**src/rtl/alu_pkg.sv**
```systemverilog
// Shared ALU definitions: function codes, divide-sequencer states and the
// predicate for instructions that depend on HI/LO or the divider.
package alu_pkg;

  typedef enum logic [3:0] {
    FN_ADD  = 4'b0000,
    FN_SUB  = 4'b0001,
    FN_AND  = 4'b0010,
    FN_OR   = 4'b0011,
    FN_DIVU = 4'b0100,
    FN_SLT  = 4'b0101,
    FN_SLL  = 4'b0110,
    FN_MFHI = 4'b1000,
    FN_MFLO = 4'b1001
  } alu_fn_e;

  typedef enum logic [1:0] {
    IDLE   = 2'b00,
    RUN    = 2'b01,
    COMMIT = 2'b10
  } div_state_e;

  // True for the codes that must wait while a divide is in flight.
  function automatic logic uses_hilo(input logic [3:0] fn);
    return (fn == FN_DIVU) || (fn == FN_MFHI) || (fn == FN_MFLO);
  endfunction

endpackage

```
**src/rtl/hilo_div_ctrl_if.sv**
```systemverilog
// Pipeline-side bundle of the HI/LO divide controller: instruction inputs
// from the pipeline (master) and busy/stall/done/HI/LO back to it.
interface hilo_div_ctrl_if #(
  parameter int WIDTH = 32
);
  logic [3:0]       signal;
  logic             valid;
  logic [WIDTH-1:0] op_a;
  logic [WIDTH-1:0] op_b;
  logic             busy;
  logic             stall;
  logic             done;
  logic [WIDTH-1:0] hi_out;
  logic [WIDTH-1:0] lo_out;

  modport master (
    output signal, valid, op_a, op_b,
    input  busy, stall, done, hi_out, lo_out
  );

  modport slave (
    input  signal, valid, op_a, op_b,
    output busy, stall, done, hi_out, lo_out
  );
endinterface

```
**src/rtl/div_iter_core.sv**
```systemverilog
// One step of an unsigned restoring divide: shift {rem,quo} left by one and
// subtract the divisor when it fits, setting the new quotient bit.
module div_iter_core #(
  parameter int WIDTH = 32
) (
  input  logic [WIDTH-1:0] rem_in,
  input  logic [WIDTH-1:0] quo_in,
  input  logic [WIDTH-1:0] divisor,
  output logic [WIDTH-1:0] rem_out,
  output logic [WIDTH-1:0] quo_out
);

  // Partial remainder needs one extra bit so the compare never overflows.
  logic [WIDTH:0] shifted_s;

  // Compare/subtract step; rem stays below divisor so the result fits WIDTH bits.
  always_comb begin
    shifted_s = {rem_in, quo_in[WIDTH-1]};
    rem_out   = shifted_s[WIDTH-1:0];
    quo_out   = {quo_in[WIDTH-2:0], 1'b0};
    if (shifted_s >= {1'b0, divisor}) begin
      rem_out = WIDTH'(shifted_s - {1'b0, divisor});
      quo_out = {quo_in[WIDTH-2:0], 1'b1};
    end else begin
      rem_out = shifted_s[WIDTH-1:0];
      quo_out = {quo_in[WIDTH-2:0], 1'b0};
    end
  end

endmodule

```
**src/rtl/hilo_div_ctrl.sv**
```systemverilog
// DIVU sequencer and HI/LO owner: one quotient bit per cycle, remainder->HI,
// quotient->LO, plus the pipeline stall. Define DIV_ZERO_FAST_EN for a 1-cycle divide by zero.
module hilo_div_ctrl
  import alu_pkg::*;
#(
  parameter int WIDTH = 32
) (
  input logic              clk,
  input logic              rst_n,
  hilo_div_ctrl_if.slave   bus
);

  localparam int CNT_W = $clog2(WIDTH);
  localparam logic [CNT_W-1:0] LAST_CNT = CNT_W'(WIDTH - 1);

  div_state_e       state_r;
  logic [CNT_W-1:0] count_r;
  logic [WIDTH-1:0] rem_r;
  logic [WIDTH-1:0] quo_r;
  logic [WIDTH-1:0] divisor_r;
  logic [WIDTH-1:0] hi_r;
  logic [WIDTH-1:0] lo_r;
  logic             done_r;
  logic [WIDTH-1:0] rem_nxt_s;
  logic [WIDTH-1:0] quo_nxt_s;
  logic             busy_s;
  logic             accept_s;

  div_iter_core #(.WIDTH(WIDTH)) u_iter (
    .rem_in  (rem_r),
    .quo_in  (quo_r),
    .divisor (divisor_r),
    .rem_out (rem_nxt_s),
    .quo_out (quo_nxt_s)
  );

  assign busy_s   = (state_r != IDLE);
  assign accept_s = bus.valid & (bus.signal == FN_DIVU);

  // Divide FSM, iteration counter, operand latches and HI/LO commit.
  always_ff @(posedge clk or negedge rst_n) begin
    if (!rst_n) begin
      state_r   <= IDLE;
      count_r   <= {CNT_W{1'b0}};
      rem_r     <= {WIDTH{1'b0}};
      quo_r     <= {WIDTH{1'b0}};
      divisor_r <= {WIDTH{1'b0}};
      hi_r      <= {WIDTH{1'b0}};
      lo_r      <= {WIDTH{1'b0}};
      done_r    <= 1'b0;
    end else begin
      done_r <= 1'b0;
      case (state_r)
        IDLE: begin
          if (accept_s) begin
            // quo starts as the dividend; its bits shift into rem one per step
            quo_r     <= bus.op_a;
            rem_r     <= {WIDTH{1'b0}};
            divisor_r <= bus.op_b;
            count_r   <= {CNT_W{1'b0}};
`ifdef DIV_ZERO_FAST_EN
            state_r   <= (bus.op_b == {WIDTH{1'b0}}) ? COMMIT : RUN;
`else
            state_r   <= RUN;
`endif
          end
        end
        RUN: begin
          rem_r   <= rem_nxt_s;
          quo_r   <= quo_nxt_s;
          count_r <= count_r + {{(CNT_W-1){1'b0}}, 1'b1};
          if (count_r == LAST_CNT) begin
            hi_r    <= rem_nxt_s;
            lo_r    <= quo_nxt_s;
            done_r  <= 1'b1;
            state_r <= IDLE;
          end
        end
`ifdef DIV_ZERO_FAST_EN
        COMMIT: begin
          hi_r    <= quo_r;
          lo_r    <= {WIDTH{1'b1}};
          done_r  <= 1'b1;
          state_r <= IDLE;
        end
`endif
        default: begin
          state_r <= IDLE;
        end
      endcase
    end
  end

  assign bus.busy   = busy_s;
  assign bus.stall  = bus.valid & busy_s & uses_hilo(bus.signal);
  assign bus.done   = done_r;
  assign bus.hi_out = hi_r;
  assign bus.lo_out = lo_r;

endmodule

```
**src/flat_wrapper.sv**
```systemverilog
// flat-port wrapper written by rule: the top's interface ports become plain ports
module hilo_div_ctrl_flat import alu_pkg::*;
#(
  parameter int WIDTH = 32
)
  (clk, rst_n, bus_signal, bus_valid, bus_op_a, bus_op_b, bus_busy, bus_stall, bus_done, bus_hi_out, bus_lo_out);
  hilo_div_ctrl_if #(.WIDTH(WIDTH)) bus_i ();
  input logic clk;
  input logic rst_n;
  input wire logic [$bits(bus_i.signal)-1:0] bus_signal;
  input wire logic [$bits(bus_i.valid)-1:0] bus_valid;
  input wire logic [$bits(bus_i.op_a)-1:0] bus_op_a;
  input wire logic [$bits(bus_i.op_b)-1:0] bus_op_b;
  output wire logic [$bits(bus_i.busy)-1:0] bus_busy;
  output wire logic [$bits(bus_i.stall)-1:0] bus_stall;
  output wire logic [$bits(bus_i.done)-1:0] bus_done;
  output wire logic [$bits(bus_i.hi_out)-1:0] bus_hi_out;
  output wire logic [$bits(bus_i.lo_out)-1:0] bus_lo_out;
  assign bus_i.signal = bus_signal;
  assign bus_i.valid = bus_valid;
  assign bus_i.op_a = bus_op_a;
  assign bus_i.op_b = bus_op_b;
  assign bus_busy = bus_i.busy;
  assign bus_stall = bus_i.stall;
  assign bus_done = bus_i.done;
  assign bus_hi_out = bus_i.hi_out;
  assign bus_lo_out = bus_i.lo_out;
  hilo_div_ctrl #(.WIDTH(WIDTH)) u_core (.clk(clk), .rst_n(rst_n), .bus(bus_i));
endmodule
```
**config.mk**
```make
export PLATFORM = sky130hd
export DESIGN_NAME = hilo_div_ctrl_flat
export DESIGN_NICKNAME = d
export VERILOG_FILES = /design/src/rtl/alu_pkg.sv /design/src/rtl/hilo_div_ctrl_if.sv /design/src/rtl/div_iter_core.sv /design/src/rtl/hilo_div_ctrl.sv /design/src/flat_wrapper.sv
export SDC_FILE = /design/constraint.sdc
export NUM_CORES = 1
export LEC_CHECK = 0
export CAP_MARGIN = 40
export CORE_MARGIN = 2
export CORE_UTILIZATION = 51
export CTS_BUF_LIST = sky130_fd_sc_hd__clkbuf_4 sky130_fd_sc_hd__clkbuf_8
export CTS_CLUSTER_SIZE = 25
export DETAILED_ROUTE_END_ITERATION = 6
export PLACE_DENSITY = 0.79
export SYNTH_ARGS = -nofsm -noshare
export SYNTH_HDL_FRONTEND = slang
export SYNTH_SLANG_ARGS = --single-unit
```
**constraint.sdc**
```tcl
create_clock -name clk -period 2.7 [get_ports clk]
set_input_delay 0.27 -clock clk [delete_from_list [all_inputs] [get_ports clk]]
set_output_delay 0.27 -clock clk [all_outputs]
set_load 0.1 [all_outputs]
```
==> results of run 1 <==
area by class of cell:
cell class	count	area [µm²]
fillers	1344	5336
multi-input cells	734	4723
flip-flops and latches	167	4183
repair buffers	256	2187
well taps	225	281.5
clock buffers	20	275.3
inverters	39	146.4
clock inverters	12	103.9
power groups by stage:
stage | sequential [mW] | clock, mW | combinational (mW)
CTS | 4.00 | 1.79 | 11.0
detailed placement | 4.05 | 0 | 10.7
global placement | 4.01 | 0 | 10.5
floorplan | 5.32 | 0 | 5.89
global route | 4.14 | 1.89 | 13.0
finish | 4.03 | 1.76 | 12.0
path summary, 6_finish.rpt:
check / from / to / depth (start not counted) / slack, ns
max: u_core.rem_r[17] / u_core.rem_r[23] / 11 / -0.08
max reg2reg: u_core.rem_r[17] / u_core.rem_r[23] / 11 / -0.08
min in group clk: bus_op_b[2] / u_core.divisor_r[2] / 3 / 0.35
max in group asynchronous: rst_n / u_core.quo_r[29] / 3 / 1.68
min: rst_n / u_core.divisor_r[10] / 2 / 0.29
min reg2reg: u_core.bus.lo_out[25] / u_core.bus.lo_out[25] / 2 / 0.48
per-layer routing:
metal  vias up  wire [µm]  global-route usage
met5         -          0                   0
met4         0        351             0.06944
met3        25       1120             0.03840
met2       201      11000              0.4036
met1      3783      10970              0.3677
li1       3865          -                   -
worst reg2reg max path, delay by kind of cell (launching register included):
| kind | cells | cell delay (ns) |
|---|---|---|
| compound gates | 7 | 1.42 |
| flops | 1 | 0.42 |
| buf+inv | 2 | 0.37 |
| fa+ha+maj | 1 | 0.30 |
| simple gates | 1 | 0.15 |
registers in the layout, summed over array words and instances (netlist names):
signal and cells:
u_core.bus.done 1, u_core.bus.hi_out 32, u_core.bus.lo_out 32, u_core.count_r 5, u_core.divisor_r 32, u_core.quo_r 32, u_core.rem_r 32, u_core.state_r 1
cell families (layout without fill, tap and decap cells):
family          after synthesis  count (layout)  share of synthesized area
simple gates                352             353                     0.1647
compound gates              240             240                     0.1609
flops                       167             167                     0.4670
buf+inv                      97             327                    0.04195
mux                          79              79                    0.08921
fa+ha+maj                    35              35                    0.04978
xor+xnor                     27              27                    0.02643
stage by stage:
stage | hold slack (ns) | util | total power, mW | instances
2_1_floorplan | -0.02559 | - | 11.22 | 997
3_3_place_gp | 0.2304 | 0.6470 | 14.52 | 1410
3_5_place_dp | 0.2295 | 0.6470 | 14.76 | 1410
4_1_cts | 0.2800 | 0.6752 | 16.84 | 1446
5_1_grt | 0.3167 | 0.6904 | 19.00 | 1453
6_report | 0.2876 | 0.6904 | 17.82 | 1453
layout by cell type (no fill, tap or decap), drive strengths merged, types with 3 or more instances in the layout:
| cell type | synthesis | final |
|---|---|---|
| o31ai | 3 | 3 |
| clkdlybuf4s50 | 0 | 69 |
| o211ai | 7 | 7 |
| o21bai | 5 | 5 |
| nand4 | 11 | 11 |
| nor2b | 4 | 4 |
| nand2b | 3 | 3 |
| nand2 | 255 | 255 |
| o21ai | 118 | 118 |
| xnor2 | 24 | 24 |
| buf | 14 | 186 |
| nor4 | 3 | 3 |
| mux2i | 76 | 76 |
| dfrtp | 167 | 167 |
| o21a | 7 | 7 |
| a21oi | 45 | 45 |
| and3 | 4 | 4 |
| mux2 | 3 | 3 |
| and2 | 2 | 3 |
| nand3 | 18 | 18 |
| clkbuf | 44 | 20 |
| a31oi | 13 | 13 |
| xor2 | 3 | 3 |
| a211oi | 11 | 11 |
| nor3 | 9 | 9 |
| nor2 | 32 | 32 |
| ha | 34 | 34 |
| a21o | 14 | 14 |
| inv | 39 | 47 |
timing repair:
item,4_1_cts,5_1_grt
setup endpoints to repair,51,65
gates cloned,0,1
buffers inserted,3,6
resized for setup,23,43
hold buffers,1,0
endpoints found under the hold margin,44,0
pin swaps,8,8
==> flow_summary.ini, run 1 <==
[global_routing]
antenna_found_initial = 0
grtUsageTotal = 0.2556
grt_max_degree = 88
grt_pass1_vias = 7688
overflow = 0
grt_first_pass_wirelength_um = 37700

[floorplan]
dieArea_um2 = 18620
core_um2 = 17240
rows = 48
die_h_um = 136.5
start_util = 0.5192
num_io_pins = 138
die_x_um = 136.5

[clock_network]
clock_path_buffers = 2
clk_pin_slew_worst_paths_ns = 0.10
cts_tree = done
cts_root_buf = clkbuf_8
clk_latency_ns = 0.47
cts_max_level = 4
cts_buffers = 17
clock-sinks = 167

[synthesis]
syn-instance-count = 997
yosys_warnings = 0
netlist.area_leader.share = 0.4670
syn_area_um2 = 8949
ys_top_cells_by_area = dfrtp_1, nand2_1, mux2i_1, ha_1, o21ai_0
yosysTopAreaCell = dfrtp_1
seq_area_frac_synth = 0.4670
synth-edff-count = 0
ys_ff_latch = 167
syn_avg_cell_area_um2 = 8.976
ys.flop_type = dfrtp_1
synthArstFlopShare = 1.000
synth_nets = 1103
ys_types = 59
synth_most_common_cell = nand2_1
yosys-top-cells-count = nand2_1, dfrtp_1, o21ai_0

[worst_setup_path]
startpoint_type = register
crit_arrival_ns = 3.13
worstPathCellList = ha_1 -> a21o_1 -> a31oi_4 -> o221ai_2 -> a221o_1 -> o31ai_4 -> nand2_2 -> buf_12 -> buf_4 -> o21ai_1 -> o22ai_1
crit_family = compound AO/OA/AOI/OAI gates
crit_fanout = 16
cp.required_ns = 3.05
max_stage_delay_ns = 0.42
cp-end-kind = register
crit_type = reg2reg
cp_slowest_cell = dfrtp_1
crit_buf_inv = 2

[sta]
slew_violations = 0
rsz0062_at_grt = true
finalWorstSetupSlack_ns = -0.08286
slew_headroom = 0.6674
period_needed_ns = 2.783
setup_viol_count_final = 29
setup_tns_ns = -0.5762
fmax_ghz = 0.3593
period_share = 1.031
hold_viol_final = 0
tightest_slew_ns = 0.4937
finalClockSkew_ns = 0.01811

[detailed_routing]
vias_per_cell = 5.419
drt-pass1-iter-count = 5
drtIter0Drc = 520
routed_wl_um = 23440
drc = 0
wl_per_cell_um = 16.13
vias = 7874
antenna_left = 0

[worst_hold_path]
hold_class = in2async

[finish]
drive_gt1_frac = 0.2329
diodes = 0
area_growth_pct = 32.98
design_area_um2 = 11900
fin_nets = 1321

[power_and_ir_drop]
pwr-share-comb = 0.675
swShare = 0.4846
leakage_nw = 5.977
clockPowerShare = 0.099
powerDensity_nw_per_um2 = 1497
seqPwrFrac = 0.226
ir_drop_v = 0.0008455
p_switching_mw = 8.634
intPower_mw = 9.184

[placed_design]
portBuffers = 137
dp_slack_ns = -0.2176
gp_congestion = 0.9324
dpl_cell_area_um2 = 11150
dp_hpwl_um = 16560

[outcome]
status = finished, violations left
violations = negative setup slack

[job]
drv_cap = 0
No activity file was read; power rests on OpenSTA's default activity.
==> run 2: changes to the inputs <==
Settings changed: CELL_PAD_IN_SITES_DETAIL_PLACEMENT from default to 0, CELL_PAD_IN_SITES_GLOBAL_PLACEMENT from default to 1, CORE_UTILIZATION 51 to 38, PLACE_DENSITY 0.79 to default, PLACE_DENSITY_LB_ADDON from default to 0.1.
==> flow_summary.ini, run 2 (synthesis results as in run 1) <==
[worst_setup_path]
cp.required_ns = 3.03
worstPathCellList = ha_4 -> o21a_1 -> a21oi_2 -> buf_4 -> buf_4 -> buf_4 -> buf_4 -> buf_4 -> buf_4 -> buf_4 -> and3_1 -> a211oi_2 -> xnor2_2 -> o21ai_0
rr_worst_depth = 14
crit_buf_inv = 7
max_stage_delay_ns = 0.46
rr_startpoint = u_core.rem_r[15]
crit_type = reg2reg
r2r-end = u_core.rem_r[21]
crit_arrival_ns = 3.06
ff2ff_setup_slack_ns = -0.03
crit_family = buffers and inverters
startpoint_type = register
crit_fanout = 5
cp-end-kind = register
cp_slowest_cell = dfrtp_1
path_common_cell = buf_4

[floorplan]
start_util = 0.3847
die_x_um = 157.5
core_um2 = 23260
rows = 56
die_h_um = 157.5
dieArea_um2 = 24790
num_io_pins = 138

[clock_network]
cts_buffers = 17
clock_path_buffers = 2
cts_root_buf = clkbuf_8
cts_max_level = 4
clk_latency_ns = 0.47
clk_pin_slew_worst_paths_ns = 0.10
clock-sinks = 167
cts_tree = done

[sta]
tightest_slew_ns = 0.5786
finalWorstSetupSlack_ns = -0.02515
period_share = 1.009
setup_tns_ns = -0.06921
hold_viol_final = 0
finalClockSkew_ns = 0.02036
rsz0062_at_grt = true
period_needed_ns = 2.725
slew_violations = 0
fmax_ghz = 0.3670
slew_headroom = 0.6126
setup_viol_count_final = 4

[global_routing]
grt_max_degree = 88
grt_first_pass_wirelength_um = 39990
top_usage_layer = met2
use_met3 = 0.03111
antenna_found_initial = 0
grt_use_met1 = 0.3016
grtUsageTotal = 0.2045
overflow = 0
use_met2 = 0.3165
grt_pass1_vias = 7701

[detailed_routing]
drtIter0Drc = 397
drt-pass1-iter-count = 5
wl_per_cell_um = 15.79
antenna_left = 0
vias_per_cell = 4.953
vias = 7721
drc = 0
routed_wl_um = 24620

[finish]
diodes = 0
final_cell_mix = nand2_1, buf_4, dfrtp_1
seqCellArea_um2 = 4184
multiInputGateArea_um2 = 4980
final_common_cell = nand2_1
area_growth_pct = 38.66
fin_nets = 1334
fill_cells = 2185
drive_gt1_frac = 0.2597

[outcome]
violations = negative setup slack
status = finished, violations left

[worst_hold_path]
hold_class = in2async

[placed_design]
dp_hpwl_um = 17780
dp_slack_ns = -0.3412
gp_congestion = 0.8582
portBuffers = 137

[job]
drv_cap = 0

[power_and_ir_drop]
leakage_nw = 6.086
powerDensity_nw_per_um2 = 1511
ir_drop_v = 0.0006446
run 2: timing repair:
action / CTS / global route
endpoints found under the setup margin: 65 / 66
gates cloned: 0 / 0
pin swaps: 14 / 24
buffers inserted: 8 / 6
gates resized for setup: 50 / 52
hold buffers: 1 / 0
endpoints found under the hold margin: 50 / 0
run 2: area by class of cell:
| type | instances | share of cell area |
|---|---|---|
| multi-input combinational | 733 | 0.4013 |
| tap | 319 | 0.03217 |
| inverter | 39 | 0.01180 |
| clock buffer | 17 | 0.01886 |
| timing repair buffer | 270 | 0.1863 |
| sequential | 167 | 0.3372 |
| clock inverter | 14 | 0.01230 |
run 2: how the worst max path moves through the flow:
stage                    startpoint               endpoint  slack, ns  cells past startpoint
2_1_floorplan     u_core.state_r[0]              bus_stall     0.0008                      5
3_3_place_gp       u_core.quo_r[31]       u_core.rem_r[18]      -0.21                     13
3_5_place_dp       u_core.quo_r[31]       u_core.rem_r[18]      -0.34                     13
4_1_cts        u_core.divisor_r[14]  u_core.bus.hi_out[28]      -0.07                     10
5_1_grt        u_core.divisor_r[14]       u_core.rem_r[20]      -0.20                     12
6_report           u_core.rem_r[15]       u_core.rem_r[21]      -0.03                     14
run 2: stage by stage:
| step | cells | hold slack [ns] | utilization | instance area [µm²] | total power, mW |
|---|---|---|---|---|---|
| floorplan | 997 | -0.02559 | - | 8975 | 11.22 |
| finish | 1559 | 0.3498 | 0.5334 | 12410 | 18.75 |
| global route | 1559 | 0.3377 | 0.5334 | 12410 | 20.11 |
| CTS | 1556 | 0.3211 | 0.5194 | 12080 | 17.95 |
| detailed placement | 1516 | 0.2849 | 0.4891 | 11380 | 15.19 |
| global placement | 1516 | 0.2847 | 0.4891 | 11380 | 15.09 |
run 2: report_power, final:
group          switching (mW)  total (mW)  internal, mW
clock                    1.11        1.80         0.693
sequential              0.612        4.04          3.42
combinational            7.26        12.9          5.66
run 2: routing by layer:
layer  part of all wire  routed length (µm)  vias to the layer above
li1                   -                   -                     3898
met1               0.51               12480                     3680
met2               0.45               11170                      126
met3              0.032                 777                       17
met4             0.0078                 192                        0
met5                  0                   0                        -
==> run 3: changes to the inputs <==
Settings changed: CTS_CLUSTER_SIZE 25 to 40, PLACE_DENSITY from default to 0.9, PLACE_DENSITY_LB_ADDON 0.1 to default.
==> flow_summary.ini, run 3 (synthesis results as in run 1) <==
[global_routing]
grt_pass1_vias = 7917
grt_first_pass_wirelength_um = 40430
antenna_found_initial = 0
overflow = 0
grt_max_degree = 88
grtUsageTotal = 0.2062

[clock_network]
cts_root_buf = clkbuf_8
clock-sinks = 167
clock_path_buffers = 2
clk_latency_ns = 0.48
cts_buffers = 17
cts_max_level = 4
clk_pin_slew_worst_paths_ns = 0.10
cts_tree = done

[sta]
finalClockSkew_ns = 0.01707
rsz0062_at_grt = true
holdWs_ns = 0.3282
setup_viol_count_final = 46
finalWorstSetupSlack_ns = -0.1187
slew_headroom = 0.5966
fmax_ghz = 0.3548
period_share = 1.044
hold_viol_final = 0
slew_violations = 0
period_needed_ns = 2.819
tightest_slew_ns = 0.6051

[placed_design]
gp_congestion = 0.9029
dp_hpwl_um = 18100
dpl_cell_area_um2 = 11380
dp_slack_ns = -0.2702
portBuffers = 137

[detailed_routing]
wl_per_cell_um = 16.24
vias = 8036
drt-pass1-iter-count = 5
antenna_left = 0
drtIter0Drc = 685
drc = 0
routed_wl_um = 25540
vias_per_cell = 5.112

[outcome]
violations = negative setup slack
status = finished, violations left

[floorplan]
die_x_um = 157.5
start_util = 0.3847
num_io_pins = 138
core_um2 = 23260
die_h_um = 157.5
dieArea_um2 = 24790
rows = 56

[finish]
fin_nets = 1346
design_area_um2 = 12610
final_cell_mix = nand2_1, buf_4, dfrtp_1
final_common_cell = nand2_1
diodes = 0
area_growth_pct = 40.95
drive_gt1_frac = 0.2698
fin_util = 0.5422

[worst_setup_path]
crit_fanout = 5
cp.required_ns = 3.06
crit_arrival_ns = 3.18
startpoint_type = register
crit_type = reg2reg
cp-end-kind = register

[worst_hold_path]
hold_class = in2async

[job]
drv_cap = 0
[run 3: cell types whose count changed in the layout (fill, tap and decap cells not counted), sizes merged]
cell    previous run  this run
clkinv             7         5
buf              200       211
bufinv             0         2
clkbuf            17        20
inv               46        45
[run 3: path summary, 6_finish.rpt]
path                            depth (start not counted)                    end  slack [ns]             startpoint
worst min register to register                          2  u_core.bus.lo_out[27]        0.48  u_core.bus.lo_out[27]
worst min-delay path                                    2    u_core.divisor_r[9]        0.33                  rst_n
worst max-delay path                                   11  u_core.bus.hi_out[29]       -0.12       u_core.rem_r[17]
min in group clk                                        3   u_core.divisor_r[10]        0.34           bus_op_b[10]
max in group asynchronous                               3  u_core.bus.lo_out[12]        1.62                  rst_n
worst max register to register                         11  u_core.bus.hi_out[29]       -0.12       u_core.rem_r[17]
[run 3: through the flow]
step	TNS, ns	cells
floorplan	0	997
global placement	-2.741	1520
detailed placement	-5.669	1520
CTS	-0.3755	1562
global route	-9.339	1572
finish	-2.013	1572
[run 3: worst max-delay path: stages, from the launching register on]
cell and delay, ns:
dfrtp_1 0.45, ha_4 0.26, a21o_1 0.19, a31oi_4 0.15, o221ai_2 0.15, a221o_1 0.41
o31ai_4 0.36, nand2_4 0.14, buf_8 0.16, mux2i_4 0.24, buf_4 0.16, o21ai_2 0.04
[run 3: cell type report]
type / instances / area (µm²)
Multi-Input combinational cell: 733 / 5009
Inverter: 39 / 146.4
Fill cell: 2130 / 10650
Tap cell: 319 / 399.1
Timing Repair Buffer: 282 / 2461
Sequential cell: 167 / 4183
Clock inverter: 13 / 160.2
Clock buffer: 19 / 255.2
[run 3: metal layers]
layer	vias up	track usage	wire length, µm
li1	3928	-	-
met1	3885	0.2862	12060
met2	182	0.3275	11870
met3	41	0.03524	986
met4	0	0.06753	617
met5	-	0	0
[run 3: what timing repair did]
item | in CTS | in global routing
endpoints found under the setup margin | 62 | 66
setup buffers | 10 | 12
cloned | 0 | 1
resized for setup | 51 | 75
hold buffers | 1 | 0
endpoints found under the hold margin | 58 | 0
pin swaps | 17 | 33
Power of run 3 is left out: the tool's default activity adds up to more than one toggle a clock period on the data nets, which glitch-free logic cannot reach.
